<file path="config.mk">
export PLATFORM = sky130hd
export DESIGN_NAME = tc_adc_spi
export DESIGN_NICKNAME = d
export VERILOG_FILES = /design/src/rtl/tc_pkg.sv /design/src/rtl/tc_spi_clkgen.sv /design/src/rtl/tc_adc_spi.sv
export SDC_FILE = /design/constraint.sdc
export NUM_CORES = 1
export LEC_CHECK = 0
export CORE_ASPECT_RATIO = 0.8
export CORE_UTILIZATION = 61
export DETAILED_ROUTE_END_ITERATION = 10
export GPL_TIMING_DRIVEN = 0
export PLACE_DENSITY = 0.83
export SLEW_MARGIN = 20
export SYNTH_ARGS = -nofsm -noshare
export SYNTH_HDL_FRONTEND = slang
export SYNTH_HIERARCHICAL = 1
export SYNTH_SLANG_ARGS = --single-unit
</file>
<file path="constraint.sdc">
create_clock -name i_clk -period 3.71 [get_ports i_clk]
set_input_delay 0.742 -clock i_clk [delete_from_list [all_inputs] [get_ports i_clk]]
set_output_delay 0.742 -clock i_clk [all_outputs]
set_load 0.005 [all_outputs]
</file>
<file path="src/rtl/tc_pkg.sv">
`default_nettype none
`timescale 1ns/1ps
// +------------------------------------------------------------------+
// | Module : tc_pkg                                                   |
// | Brief  : Shared constants, FSM states and helpers for tc_adc_spi  |
// | Rev    : 1.0                                                      |
// +------------------------------------------------------------------+
package tc_pkg;

  localparam int         TC_CODE_W          = 10;
  localparam int         TC_FRAME_SCLKS     = 16;
  localparam logic [4:0] TC_DATA_FIRST_EDGE = 5'd4;
  localparam logic [4:0] TC_DATA_LAST_EDGE  = 5'd13;

  typedef enum logic [2:0] {
    ST_IDLE     = 3'd0,
    ST_CS_SETUP = 3'd1,
    ST_SHIFT    = 3'd2,
    ST_CS_HOLD  = 3'd3,
    ST_PUBLISH  = 3'd4
  } tc_state_e;

  // Edge numbers are 1-based SCLK rising edges within a frame.
  function automatic logic is_data_edge(input logic [4:0] edge_num);
    return (edge_num >= TC_DATA_FIRST_EDGE) && (edge_num <= TC_DATA_LAST_EDGE);
  endfunction

endpackage
`default_nettype wire

</file>
<file path="src/rtl/tc_spi_clkgen.sv">
`default_nettype none
`timescale 1ns/1ps
// +------------------------------------------------------------------+
// | Module : tc_spi_clkgen                                            |
// | Brief  : Half-period tick divider and SCLK toggle / rise strobe   |
// | Rev    : 1.0                                                      |
// +------------------------------------------------------------------+
module tc_spi_clkgen #(
  parameter int CLK_DIV = 4
) (
  input  logic i_clk,
  input  logic i_rst_n,
  input  logic i_run,
  input  logic i_toggle_en,
  output logic o_tick,
  output logic o_sclk,
  output logic o_rise
);

  localparam int             CNT_W      = (CLK_DIV > 1) ? $clog2(CLK_DIV) : 1;
  localparam logic [CNT_W-1:0] c_cnt_last = CNT_W'(CLK_DIV - 1);

  logic [CNT_W-1:0] r_cnt;
  logic             r_sclk;
  logic             w_tick;

  assign w_tick = i_run && (r_cnt == c_cnt_last);

  // Held cleared outside a frame so the first half-period is always full length.
  always_ff @(posedge i_clk or negedge i_rst_n) begin
    if (!i_rst_n) begin
      r_cnt  <= '0;
      r_sclk <= 1'b0;
    end else if (!i_run) begin
      r_cnt  <= '0;
      r_sclk <= 1'b0;
    end else begin
      r_cnt <= w_tick ? '0 : r_cnt + 1'b1;
      if (w_tick && i_toggle_en) begin
        r_sclk <= ~r_sclk;
      end
    end
  end

  assign o_tick = w_tick;
  assign o_sclk = r_sclk;
  assign o_rise = w_tick && i_toggle_en && !r_sclk;

endmodule
`default_nettype wire

</file>
<file path="src/rtl/tc_adc_spi.sv">
`default_nettype none
`timescale 1ns/1ps
// +------------------------------------------------------------------+
// | Module : tc_adc_spi                                               |
// | Brief  : Periodic 16-SCLK read of a 10-bit serial ADC; optional   |
// |          frame averaging when TC_ADC_AVG_EN is defined            |
// | Rev    : 1.0                                                      |
// +------------------------------------------------------------------+
module tc_adc_spi
  import tc_pkg::*;
#(
  parameter int CLK_DIV       = 4,
  parameter int SAMPLE_PERIOD = 1000,
  parameter int AVG_LOG2      = 2
) (
  input  logic                 i_clk,
  input  logic                 i_rst_n,
  input  logic                 i_en,
  output logic                 o_spi_csn,
  output logic                 o_spi_sclk,
  input  logic                 i_spi_miso,
  output logic [TC_CODE_W-1:0] o_code,
  output logic                 o_valid,
  output logic                 o_busy
);

  localparam int               TMR_W       = $clog2(SAMPLE_PERIOD);
  localparam logic [TMR_W-1:0] c_tmr_last  = TMR_W'(SAMPLE_PERIOD - 1);
  localparam logic [5:0]       c_last_half = 6'(2 * TC_FRAME_SCLKS);

  if (CLK_DIV < 1 || AVG_LOG2 < 0) begin : g_bad_cfg
    $error("tc_adc_spi: CLK_DIV must be >= 1 and AVG_LOG2 >= 0");
  end

  tc_state_e            r_state;
  logic                 r_csn;
  logic                 r_busy;
  logic                 r_valid;
  logic [TC_CODE_W-1:0] r_code;
  logic [TC_CODE_W-1:0] r_shift;
  logic [5:0]           r_half;
  logic [TMR_W-1:0]     r_tmr;

  logic w_fire;
  logic w_start;
  logic w_tick;
  logic w_rise;
  logic w_sclk;
  logic w_toggle_en;

`ifdef TC_ADC_AVG_EN
  localparam int                   ACC_W      = TC_CODE_W + AVG_LOG2;
  localparam int                   AVG_CNT_W  = (AVG_LOG2 > 0) ? AVG_LOG2 : 1;
  localparam logic [AVG_CNT_W-1:0] c_avg_last = AVG_CNT_W'((1 << AVG_LOG2) - 1);

  logic [ACC_W-1:0]     r_acc;
  logic [ACC_W-1:0]     w_sum;
  logic [AVG_CNT_W-1:0] r_avg_cnt;

  assign w_sum = r_acc + ACC_W'(r_shift);
`endif

  // Timer saturates once fired, so an expiry during a frame stays pending.
  assign w_fire      = (r_tmr == c_tmr_last);
  assign w_start     = (r_state == ST_IDLE) && i_en && w_fire;
  assign w_toggle_en = (r_state == ST_SHIFT) && (r_half != c_last_half);

  always_ff @(posedge i_clk or negedge i_rst_n) begin
    if (!i_rst_n) begin
      r_tmr <= '0;
    end else if (!i_en || w_start) begin
      r_tmr <= '0;
    end else if (!w_fire) begin
      r_tmr <= r_tmr + 1'b1;
    end
  end

  tc_spi_clkgen #(
    .CLK_DIV (CLK_DIV)
  ) u_clkgen (
    .i_clk       (i_clk),
    .i_rst_n     (i_rst_n),
    .i_run       (r_busy),
    .i_toggle_en (w_toggle_en),
    .o_tick      (w_tick),
    .o_sclk      (w_sclk),
    .o_rise      (w_rise)
  );

  always_ff @(posedge i_clk or negedge i_rst_n) begin
    if (!i_rst_n) begin
      r_state   <= ST_IDLE;
      r_csn     <= 1'b1;
      r_busy    <= 1'b0;
      r_valid   <= 1'b0;
      r_code    <= '0;
      r_shift   <= '0;
      r_half    <= '0;
`ifdef TC_ADC_AVG_EN
      r_acc     <= '0;
      r_avg_cnt <= '0;
`endif
    end else begin
      r_valid <= 1'b0;
      case (r_state)
        ST_IDLE: begin
`ifdef TC_ADC_AVG_EN
          if (!i_en) begin
            r_acc     <= '0;
            r_avg_cnt <= '0;
          end
`endif
          if (w_start) begin
            r_state <= ST_CS_SETUP;
            r_csn   <= 1'b0;
            r_busy  <= 1'b1;
            r_half  <= '0;
          end
        end
        ST_CS_SETUP: begin
          if (w_tick) begin
            r_state <= ST_SHIFT;
          end
        end
        ST_SHIFT: begin
          // r_half counts toggles; even values are rising edges, edge number = r_half/2 + 1.
          if (w_rise && is_data_edge(r_half[5:1] + 5'd1)) begin
            r_shift <= {r_shift[TC_CODE_W-2:0], i_spi_miso};
          end
          if (w_tick) begin
            if (r_half == c_last_half) begin
              r_state <= ST_CS_HOLD;
              r_csn   <= 1'b1;
            end else begin
              r_half <= r_half + 1'b1;
            end
          end
        end
        ST_CS_HOLD: begin
          if (w_tick) begin
            r_state <= ST_PUBLISH;
            r_busy  <= 1'b0;
          end
        end
        ST_PUBLISH: begin
`ifdef TC_ADC_AVG_EN
          if (r_avg_cnt == c_avg_last) begin
            r_code    <= TC_CODE_W'(w_sum >> AVG_LOG2);
            r_valid   <= 1'b1;
            r_acc     <= '0;
            r_avg_cnt <= '0;
          end else begin
            r_acc     <= w_sum;
            r_avg_cnt <= r_avg_cnt + 1'b1;
          end
`else
          r_code  <= r_shift;
          r_valid <= 1'b1;
`endif
          r_state <= ST_IDLE;
        end
        default: begin
          r_state <= ST_IDLE;
          r_csn   <= 1'b1;
          r_busy  <= 1'b0;
        end
      endcase
    end
  end

  assign o_spi_csn  = r_csn;
  assign o_spi_sclk = w_sclk;
  assign o_code     = r_code;
  assign o_valid    = r_valid;
  assign o_busy     = r_busy;

endmodule
`default_nettype wire

</file>
## Word level (Yosys, flattened, before mapping)

Cells that the tools add are included.

| storage, ports and cells | value |
|---|---|
| logic and storage cells | 79 |
| flip-flop bits (word level) | 45 |
| output and inout port bits | 14 |

| operators by class | value |
|---|---|
| add/sub/neg operators | 4 |
| bitwise gates (word level) | 3 |
| $lt $le $gt $ge | 2 |
| reductions and logical operators | 20 |
| equality and inequality tests | 16 |
| muxes and demuxes | 24 |

Operators with widths:

| kind | count |
|---|---|
| 2-to-1 mux 10 bit | 2 |
| 2-to-1 mux 6 bit | 3 |
| 2-to-1 mux 3 bit | 5 |
| inequality test 2 x 1 -> 1 bit, second input constant | 6 |
| one-hot mux 3 bit (4 select lines) | 1 |
| one-hot mux 6 bit (2 select lines) | 1 |
| adder 10 x 1 -> 10 bit, second input constant | 1 |
| == test 10 bit, second input constant | 1 |
| logical AND 1 bit | 8 |
| 2-to-1 mux 1 bit | 8 |
| AND reduction 4 bit | 2 |
| adder 6 x 1 -> 6 bit, second input constant | 1 |
| == test 3 x 2 -> 1 bit, second input constant | 2 |
| == test 6 bit, second input constant | 1 |
| inequality test 6 bit, second input constant | 1 |
| one-hot mux 1 bit (3 select lines) | 2 |
| OR reduction 3 bit | 2 |
| adder 5 x 1 -> 5 bit, second input constant | 1 |
| >= comparator 5 x 3 -> 1 bit, second input constant | 1 |
| less-or-equal comparator 5 x 4 -> 1 bit, second input constant | 1 |
| AND reduction 5 bit | 1 |
| 2-to-1 mux 2 bit | 2 |
| inequality test 2 bit, second input constant | 2 |
| == test 3 x 1 -> 1 bit, second input constant | 1 |
| 10 further kinds | 13 |

## Depth between registers and ports, before layout

Gate-level depths: netlist of the first run.

| depth | value |
|---|---|
| depth after elaboration | 6 |
| gate-level depth with buffers | 9 |
| gate-level depth less buffers | 9 |

## Cells and area by module

The synthesis of the first run kept the hierarchy.

Modules (own cells, without submodules):

| module | sequential area each (µm²) | instances | cells each | area each (µm²) |
|---|---|---|---|---|
| tc_adc_spi | 1,052.3 | 1 | 169 | 1,965.6 |
| tc_spi_clkgen | 75.1 | 1 | 11 | 137.6 |

## Worst setup path after synthesis of the first run

OpenSTA, ideal clock, no wires.

| timing path | value |
|---|---|
| path kind | register -> register |
| from | reg r_half[3] |
| to | reg r_shift[0] |
| clock period less this slack | 2.141 ns |
| stages on the path, launching flop included | 10 |
| slack | 1.569 ns |
| data arrival time | 2.013 ns |
| required time | 3.582 ns |
| library setup time | 0.128 ns |
| cell sequence | dfrtp_1 buf_4 nor3_1 nand3_1 nor2b_1 and4b_1 o2111ai_1 a21oi_1 nand3_4 mux2_1 |

| between the ends | value |
|---|---|
| cells in the longest elaborated chain, start to end | 6 |
| elaborated cells on any way between the ends | 10 |

Ends and longest elaborated chain:

| element | RTL line | RTL |
|---|---|---|
| start, declared | tc_adc_spi.sv:41 | `logic [5:0] r_half;` |
| start signal, assigned | tc_adc_spi.sv:135 | `r_half <= r_half + 1'b1;` |
| inequality test 6 bit | tc_adc_spi.sv:66 | `assign w_toggle_en = (r_state == ST_SHIFT) && (r_half != c_last_half);` |
| logical AND 1 bit | tc_adc_spi.sv:66 |  |
| net w_toggle_en | tc_adc_spi.sv:49 | `logic w_toggle_en;` |
| logical AND 1 bit (2 in series) | tc_spi_clkgen.sv:47 | `assign o_rise = w_tick && i_toggle_en && !r_sclk;` |
| net w_rise | tc_adc_spi.sv:47 | `logic w_rise;` |
| logical AND 1 bit | tc_adc_spi.sv:127 | `if (w_rise && is_data_edge(r_half[5:1] + 5'd1)) begin` |
| AND reduction 2 bit (no line) | -- |  |
| end signal, assigned | tc_adc_spi.sv:128 | `r_shift <= {r_shift[TC_CODE_W-2:0], i_spi_miso};` |
| end, declared | tc_adc_spi.sv:40 | `logic [TC_CODE_W-1:0] r_shift;` |

The timed path passes the listed nets, and every way through them passes these cells.
A chain may end at the register's enable or synchronous reset.

## Worst setup path in the final report of the first run

| timing path | value |
|---|---|
| from | reg r_half[1] |
| to | reg r_shift[1] |

The elaborated chain is that of the path after synthesis.

==> results of run 1 <==
## worst max-delay path by stage
| stage | startpoint | end | slack (ns) |
|---|---|---|---|
| CTS | r_half[1] | r_shift[1] | 1.20 |
| global placement | i_rst_n | r_shift[5] | 0.81 |
| floorplan | r_half[3] | r_shift[0] | 1.57 |
| global route | r_half[3] | r_shift[1] | 1.03 |
| detailed placement | r_half[0] | r_shift[1] | 1.22 |
| finish | r_half[1] | r_shift[1] | 1.21 |
## layout make-up
| class | instances | area share |
|---|---|---|
| Sequential cell | 45 | 0.4642 |
| Clock inverter | 1 | 0.003091 |
| Tap cell | 40 | 0.02061 |
| Multi-Input combinational cell | 125 | 0.3807 |
| Timing Repair Buffer | 18 | 0.07625 |
| Clock buffer | 6 | 0.03400 |
| Buffer | 5 | 0.01340 |
| Inverter | 5 | 0.007728 |
## worst max-delay path: stages (launching register included)
cell and delay, ns:
dfrtp_1 0.42, inv_1 0.11, ha_1 0.24, nand3_1 0.16, nor2b_1 0.23, and4b_1 0.26, o2111ai_1 0.13, a21oi_1 0.25
nand3_4 0.21, mux2_1 0.37
## per-layer routing
layer  wire [um]  part of all wire  track usage  vias up
met1        1664              0.44       0.2937      704
li1            -                 -            -      668
met3         106             0.028      0.05208        8
met5           0                 0            0        -
met2        1938              0.51       0.4109       26
met4          59             0.016       0.1028        0
## flip-flops by register name (all words and copies together), names as in the netlist
name / flops
u_clkgen/o_sclk: 1
r_tmr: 10
r_shift: 10
o_busy: 1
o_valid: 1
r_state: 3
o_code: 10
o_spi_csn: 1
u_clkgen/r_cnt: 2
r_half: 6
## Yosys cell counts (2+ instances only)
| library cell | n |
|---|---|
| a21oi_1 | 4 |
| nand4_1 | 3 |
| and2_1 | 2 |
| xnor2_1 | 7 |
| nor2_1 | 23 |
| mux2_1 | 10 |
| nor3_1 | 3 |
| buf_2 | 2 |
| ha_1 | 6 |
| nand3_1 | 10 |
| mux2_2 | 11 |
| nor3b_1 | 3 |
| dfrtp_1 | 44 |
| nand2_1 | 14 |
| xor2_1 | 7 |
| inv_1 | 5 |
## where the power goes
group	switching [mW]	leakage [nW]	internal (mW)
Clock	0.156	0.0433	0.147
Sequential	0.00328	0.580	0.493
Combinational	0.0153	0.495	0.00760
Total	0.175	1.12	0.648
## stage by stage
step	utilization	hold WS, ns	area [um2]	total power, mW
after global routing	0.7648	0.3860	2429	0.8470
after CTS	0.7648	0.3637	2429	0.8303
final	0.7648	0.3563	2429	0.8228
after floorplan	-	0.4139	2103	0.5115
after detailed placement	0.7364	0.4345	2338	0.5301
after global placement	0.7317	0.4237	2323	0.5253
## kinds of logic (layout without fill, tap and decap cells)
logic type	Yosys count	in the layout	share of synthesized area
mux	22	22	0.1172
buf+inv	10	35	0.02439
simple gates	70	70	0.1785
fa+ha+maj	6	6	0.03569
flops	45	45	0.5360
xor+xnor	14	14	0.05830
compound gates	13	13	0.04998
==> results.json, run 1 <==
{
  "status": "finished clean",
  "post-place-ws_ns": 1.221,
  "routed_wl_um": 3768,
  "via_per_inst": 5.739,
  "syn_to_final_growth_pct": 15.47,
  "vdd_drop_max_mv": 0.2593,
  "core_area_mm2": 0.003176,
  "rows": 18,
  "critical_path_required_ns": 3.89,
  "synthesis.nets": 190,
  "endpoint_kind": "register",
  "clk_latency_ns": 0.30,
  "hp-class": "input pin to async pin",
  "fin_crit_ns": 2.499,
  "clock_path_buffers": 2,
  "grt_pass1_vias": 1398,
  "ant_nets": 0,
  "synth.top_cells.by_area": "dfrtp_1, mux2_2, mux2_1",
  "diodes": 0,
  "antenna_found_initial": 0,
  "drc_errors": 0,
  "arrival_ns": 2.68,
  "maxSlewViolCount": 0,
  "finalCritPeriodShare": 0.6737,
  "n_fill_cell": 202,
  "dieArea_mm2": 0.003688,
  "ios": 18,
  "avgSynthCellArea_um2": 11.68,
  "hpwlAfterDp_um": 2798,
  "synth-async-reset-ratio": 1.000,
  "ys_types": 42,
  "worst_pin_slew_ns": 0.4698,
  "cts_resized": 0,
  "drt-pass1-iter-count": 4,
  "postCtsSetupRepairBufs": 0,
  "synthCells": 180,
  "cts_num_sinks": 45,
  "most-common-layout-cells": "dfrtp_1, nor2_1, clkdlybuf4s50_1",
  "r2r_end": "r_shift[1]",
  "tns_ns": 0,
  "gp_congestion": 0.7497,
  "synth_top_area_frac": 0.5235,
  "layout.nets": 215,
  "synth_edf_count": 0,
  "root_buffer": "clkbuf_8",
  "wl_per_cell_um": 15.38,
  "power.leakage_nw": 1.118,
  "die_h_um": 54.52,
  "synth_top_area_cell": "dfrtp_1",
  "skew_ns": 0.009346,
  "ff_latch_area_mm2": 0.001127,
  "reg2reg_depth": 9,
  "synth_warnings": 6,
  "finalWorstSetupSlack_ns": 1.211,
  "gr-usage-all-layers": 0.2394,
  "seq_area_frac_synth": 0.5360,
  "setup_viol": 0,
  "final_cells": 245,
  "multi_input_area_um2": 924.6,
  "start_kind": "register",
  "r2r_slack_ns": 1.21,
  "ys_ff_latch": 45,
  "numCtsBuffers": 5,
  "cts_tree": "yes",
  "fp.dieW_um": 67.65,
  "start_util": 0.6623,
  "overflow": 0,
  "grt_max_degree": 31,
  "cellPowerDensity_mw_per_mm2": 338.8,
  "rr_startpoint": "r_half[1]",
  "path_clk_slew_ns": 0.08,
  "worstPathMaxFanout": 10,
  "hold_buffers": 0,
  "ys.flop_type": "dfrtp_1",
  "io_buffers": 17,
  "relSlewSlack": 0.6845,
  "fmax_mhz": 400.1,
  "htree_levels": 2,
  "grt_pass1_wl_um": 6292,
  "rsz0062_at_grt": "no",
  "hold_violations": 0,
  "num_vias": 1406,
  "final_common_cell": "dfrtp_1",
  "syn_area_mm2": 0.002103,
  "crit_type": "register to register",
  "drv_cap": 0,
  "drive_above_1_share": 0.1561,
  "first_iter_violations": 88,
  "placed_cells": 238
}
Power figures use the tool's default switching activity.
==> run 2: changes to the inputs <==
--- a/config.mk
+++ b/config.mk
@@ -6,10 +6,10 @@
 export NUM_CORES = 1
 export LEC_CHECK = 0
 export CORE_ASPECT_RATIO = 0.8
-export CORE_UTILIZATION = 61
+export CORE_UTILIZATION = 57
 export DETAILED_ROUTE_END_ITERATION = 10
 export GPL_TIMING_DRIVEN = 0
-export PLACE_DENSITY = 0.83
+export PLACE_DENSITY = 0.79
 export SLEW_MARGIN = 20
 export SYNTH_ARGS = -nofsm -noshare
 export SYNTH_HDL_FRONTEND = slang
==> constraint.sdc (replaced) <==
create_clock -name i_clk -period 2.6 [get_ports i_clk]
set_input_delay 0.52 -clock i_clk [delete_from_list [all_inputs] [get_ports i_clk]]
set_output_delay 0.52 -clock i_clk [all_outputs]
set_load 0.005 [all_outputs]
==> results.json, run 2 (same netlist as run 1, synthesis figures left out) <==
{
  "syn_to_final_growth_pct": 16.89,
  "start_kind": "register",
  "hold_ws_ns": 0.08963,
  "rr_startpoint": "r_half[3]",
  "startpoint": "r_half[3]",
  "drv_cap": 0,
  "placed_cells": 240,
  "io_buffers": 17,
  "grt_pass1_wl_um": 6727,
  "routed_wl_um": 3823,
  "path_clk_slew_ns": 0.08,
  "skew_ns": 0.004475,
  "multi_input_area_um2": 927.1,
  "vdd_drop_max_mv": 0.3772,
  "die_h_um": 56.33,
  "root_buffer": "clkbuf_8",
  "max_stage_delay_ns": 0.39,
  "num_vias": 1385,
  "most-common-layout-cells": "dfrtp_1, nor2_1, clkdlybuf4s50_1",
  "core_area_mm2": 0.003471,
  "grt_use_met3": 0.06643,
  "cts_tree": "yes",
  "post-route-util": 0.7084,
  "crit_type": "register to register",
  "relSlewSlack": 0.6879,
  "first_iter_violations": 66,
  "overflow": 0,
  "final_cells": 248,
  "rows": 19,
  "drc_errors": 0,
  "via_per_inst": 5.585,
  "hold_violations": 0,
  "met2_usage": 0.3681,
  "gp_congestion": 0.7841,
  "critical_path_required_ns": 2.78,
  "cellPowerDensity_mw_per_mm2": 517.4,
  "busiest_layer": "met2",
  "worst_pin_slew_ns": 0.4646,
  "wl_per_cell_um": 15.42,
  "cp_num_buf_inv": 1,
  "final_common_cell": "dfrtp_1",
  "fp.dieW_um": 69.92,
  "status": "finished clean",
  "worstPathMaxFanout": 10,
  "endpoint_kind": "register",
  "use_met1": 0.2755,
  "drive_above_1_share": 0.1650,
  "cp_slowest_cell": "nor3_1",
  "setup_viol": 0,
  "htree_levels": 2,
  "gr-usage-all-layers": 0.2240,
  "grt_max_degree": 35,
  "start_util": 0.6060,
  "diodes": 0,
  "maxSlewViolCount": 0,
  "cp_top_family": "simple AND/OR/NAND/NOR gates",
  "hp-class": "input pin to async pin",
  "rsz0062_at_grt": "no",
  "antenna_found_initial": 0,
  "arrival_ns": 2.67,
  "fmax_mhz": 402.2,
  "fin_crit_ns": 2.486,
  "finalCritPeriodShare": 0.9562,
  "ant_nets": 0,
  "hpwlAfterDp_um": 2621,
  "n_fill_cell": 247,
  "ios": 18,
  "clock_path_buffers": 2,
  "postCtsSetupRepairBufs": 0,
  "grt_pass1_vias": 1495,
  "dieArea_mm2": 0.003938,
  "cts_num_sinks": 45,
  "power.leakage_nw": 1.131,
  "numCtsBuffers": 5,
  "clk_latency_ns": 0.30,
  "layout.nets": 215,
  "tns_ns": 0,
  "ff_latch_area_mm2": 0.001127,
  "worstPathCellList": "buf_4, nor3_1, nand3_1, nor2b_2, and4b_1, o2111ai_1, a21oi_1, nand3_4, mux2_1",
  "drt-pass1-iter-count": 4
}
-- run 2: changes by cell type in the layout (fill, tap and decap cells not counted) --
cell,before,now
clkinv_4,0,1
nor2b_2,0,1
bufinv_16,0,1
nor2b_1,1,0
clkbuf_8,6,5
-- run 2: final cells by class --
class,count,share of cell area
buffer,5,0.01323
clock buffer,5,0.02799
clock inverter,3,0.01883
inverter,5,0.007634
multi-input combinational,125,0.3771
sequential,45,0.4585
tap,42,0.02137
timing repair buffer,18,0.07532
-- run 2: per-stage QoR --
stage / area (um2) / total power, mW / setup WS [ns]
CTS: 2456 / 1.288 / 0.1051
global placement: 2326 / 0.7497 / -0.1103
detailed placement: 2341 / 0.7542 / 0.1188
finish: 2459 / 1.272 / 0.1138
global route: 2459 / 1.316 / 0.01983
floorplan: 2103 / 0.7298 / 0.4589
-- run 2: power by group --
| group | internal (mW) | total [mW] | switching, mW |
|---|---|---|---|
| combinational | 0.0106 | 0.0314 | 0.0208 |
| clock | 0.288 | 0.533 | 0.245 |
| sequential | 0.704 | 0.708 | 0.00435 |
| total | 1.00 | 1.27 | 0.270 |
-- run 2: worst paths after layout --
check / end / slack (ns) / depth (start not counted)
worst max-delay path: r_shift[0] / 0.11 / 9
worst min-delay path: u_clkgen/o_sclk / 0.09 / 1
worst max register to register: r_shift[0] / 0.11 / 9
worst min register to register: u_clkgen/r_cnt[0] / 0.44 / 1
max in group asynchronous: o_spi_csn / 1.98 / 2
min in group i_clk: u_clkgen/r_cnt[0] / 0.44 / 1
-- run 2: per-layer routing --
layer	wire length, um	up-vias
met1	1708	684
met2	1927	26
li1	-	668
met4	70	0
met3	117	7
met5	0	-
-- run 2: timing repair --
action	in CTS	in global routing
hold buffers	0	0
resized for setup	0	1
setup endpoints to repair	0	10
==> run 3: changes to the inputs <==
--- a/config.mk
+++ b/config.mk
@@ -10,6 +10,7 @@
 export DETAILED_ROUTE_END_ITERATION = 10
 export GPL_TIMING_DRIVEN = 0
 export PLACE_DENSITY = 0.79
+export REMOVE_ABC_BUFFERS = 1
 export SLEW_MARGIN = 20
 export SYNTH_ARGS = -nofsm -noshare
 export SYNTH_HDL_FRONTEND = slang
==> results.json, run 3 (same netlist as run 1, synthesis figures left out) <==
{
  "status": "finished clean",
  "endpoint_kind": "register",
  "cellPowerDensity_mw_per_mm2": 521.4,
  "layout.nets": 211,
  "gr-usage-all-layers": 0.2011,
  "startpoint": "r_half[1]",
  "ff_latch_area_mm2": 0.001127,
  "hold_violations": 0,
  "core_area_mm2": 0.003471,
  "p_int_mw": 1.009,
  "cp_slowest_cell": "dfrtp_1",
  "drc_errors": 0,
  "dieArea_mm2": 0.003938,
  "clockPowerShare": 0.419,
  "finalCritPeriodShare": 0.9186,
  "power.leakage_nw": 1.123,
  "cts_num_sinks": 45,
  "start_util": 0.6060,
  "path_clk_slew_ns": 0.09,
  "combPwrFrac": 0.024,
  "num_vias": 1370,
  "grt_pass1_wl_um": 6210,
  "cts_tree": "yes",
  "drv_cap": 0,
  "switching_share": 0.2070,
  "clock_path_buffers": 2,
  "worst_pin_slew_ns": 0.4832,
  "arrival_ns": 2.57,
  "vdd_drop_max_mv": 0.4027,
  "post-place-ws_ns": 0.2015,
  "routed_wl_um": 3471,
  "p_sw_mw": 0.2633,
  "numCtsBuffers": 5,
  "postCtsSetupRepairBufs": 0,
  "hp-class": "input pin to async pin",
  "drive_above_1_share": 0.1535,
  "root_buffer": "clkbuf_8",
  "htree_levels": 2,
  "drt-pass1-iter-count": 4,
  "die_h_um": 56.33,
  "antenna_found_initial": 0,
  "ios": 18,
  "rsz0062_at_grt": "no",
  "rows": 19,
  "worstPathCellList": "inv_1, ha_1, nand3_1, nor2b_1, and4b_1, o2111ai_1, a21oi_1, nand3_4, mux2_1",
  "multi_input_area_um2": 929.6,
  "syn_to_final_growth_pct": 16.00,
  "worstPathMaxFanout": 10,
  "critical_path_required_ns": 2.78,
  "most-common-layout-cells": "dfrtp_1, nor2_1, clkdlybuf4s50_1",
  "power.total_mw": 1.272,
  "p_seq_frac": 0.557,
  "fin_crit_ns": 2.388,
  "wl_per_cell_um": 14.23,
  "hpwlAfterDp_um": 2629,
  "first_iter_violations": 57,
  "overflow": 0,
  "via_per_inst": 5.615,
  "maxSlewViolCount": 0,
  "crit_type": "register to register",
  "skew_ns": 0.009956,
  "start_kind": "register",
  "diodes": 0,
  "ant_nets": 0,
  "grt_pass1_vias": 1383,
  "fp.dieW_um": 69.92,
  "io_buffers": 17,
  "rr_startpoint": "r_half[1]",
  "fmax_mhz": 418.7,
  "setup_viol": 0,
  "cts_resized": 0,
  "hold_buffers": 0,
  "gp_congestion": 0.8236,
  "final_common_cell": "dfrtp_1",
  "relSlewSlack": 0.6754,
  "n_fill_cell": 234,
  "finalWorstSetupSlack_ns": 0.2117,
  "post-route-util": 0.7030,
  "max_stage_delay_ns": 0.41,
  "grt_max_degree": 34,
  "clk_latency_ns": 0.29
}
==> run 3: cell types whose count changed in the layout (fill, tap and decap cells not counted), sizes merged <==
cell and change:
clkinvlp -1, clkbuf -1, buf -3, inv +1
==> run 3: layout make-up <==
class,count,area share
Sequential cell,45,0.4621
Multi-Input combinational cell,125,0.3810
Timing Repair Buffer,19,0.07897
Clock buffer,5,0.02821
Tap cell,42,0.02154
Clock inverter,3,0.02051
Inverter,5,0.007692
==> run 3: path summary, 6_finish.rpt <==
path	end	slack, ns	cells past startpoint
worst max register to register	r_shift[4]	0.21	9
worst min-delay path	r_shift[9]	0.11	1
min in group i_clk	u_clkgen/r_cnt[0]	0.44	1
worst min register to register	u_clkgen/r_cnt[0]	0.44	1
max in group asynchronous	o_spi_csn	1.98	2
worst max-delay path	r_shift[4]	0.21	9
==> run 3: per-layer routing <==
metal | up-vias | GRT usage | share of wire
li1 | 665 | - | -
met1 | 674 | 0.2791 | 0.47
met2 | 27 | 0.3146 | 0.49
met3 | 4 | 0.04847 | 0.032
met4 | 0 | 0.06571 | 0.0078
met5 | - | 0 | 0
==> run 3: critical path, delay by kind of cell (launching register included) <==
kind | cells | cell delay [ns]
simple gates | 4 | 0.81
flops | 1 | 0.41
fa+ha+maj | 1 | 0.23
buf+inv | 1 | 0.11
compound gates | 2 | 0.34
mux | 1 | 0.37
==> run 3: power groups by stage <==
stage | clock, mW | sequential [mW] | combinational (mW)
2_1_floorplan | 0 | 0.721 | 0.00885
3_3_place_gp | 0 | 0.721 | 0.0278
3_5_place_dp | 0 | 0.722 | 0.0327
4_1_cts | 0.547 | 0.708 | 0.0325
5_1_grt | 0.574 | 0.709 | 0.0372
6_report | 0.533 | 0.708 | 0.0310
==> run 3: stage by stage <==
stage               setup TNS [ns]  cell area, um2  cells  hold slack [ns]
floorplan                        0            2071    175           0.2244
global placement            -3.992            2293    234           0.4246
detailed placement               0            2321    236           0.4273
CTS                              0            2440    244           0.1134
global route                     0            2440    244           0.1240
finish                           0            2440    244           0.1052
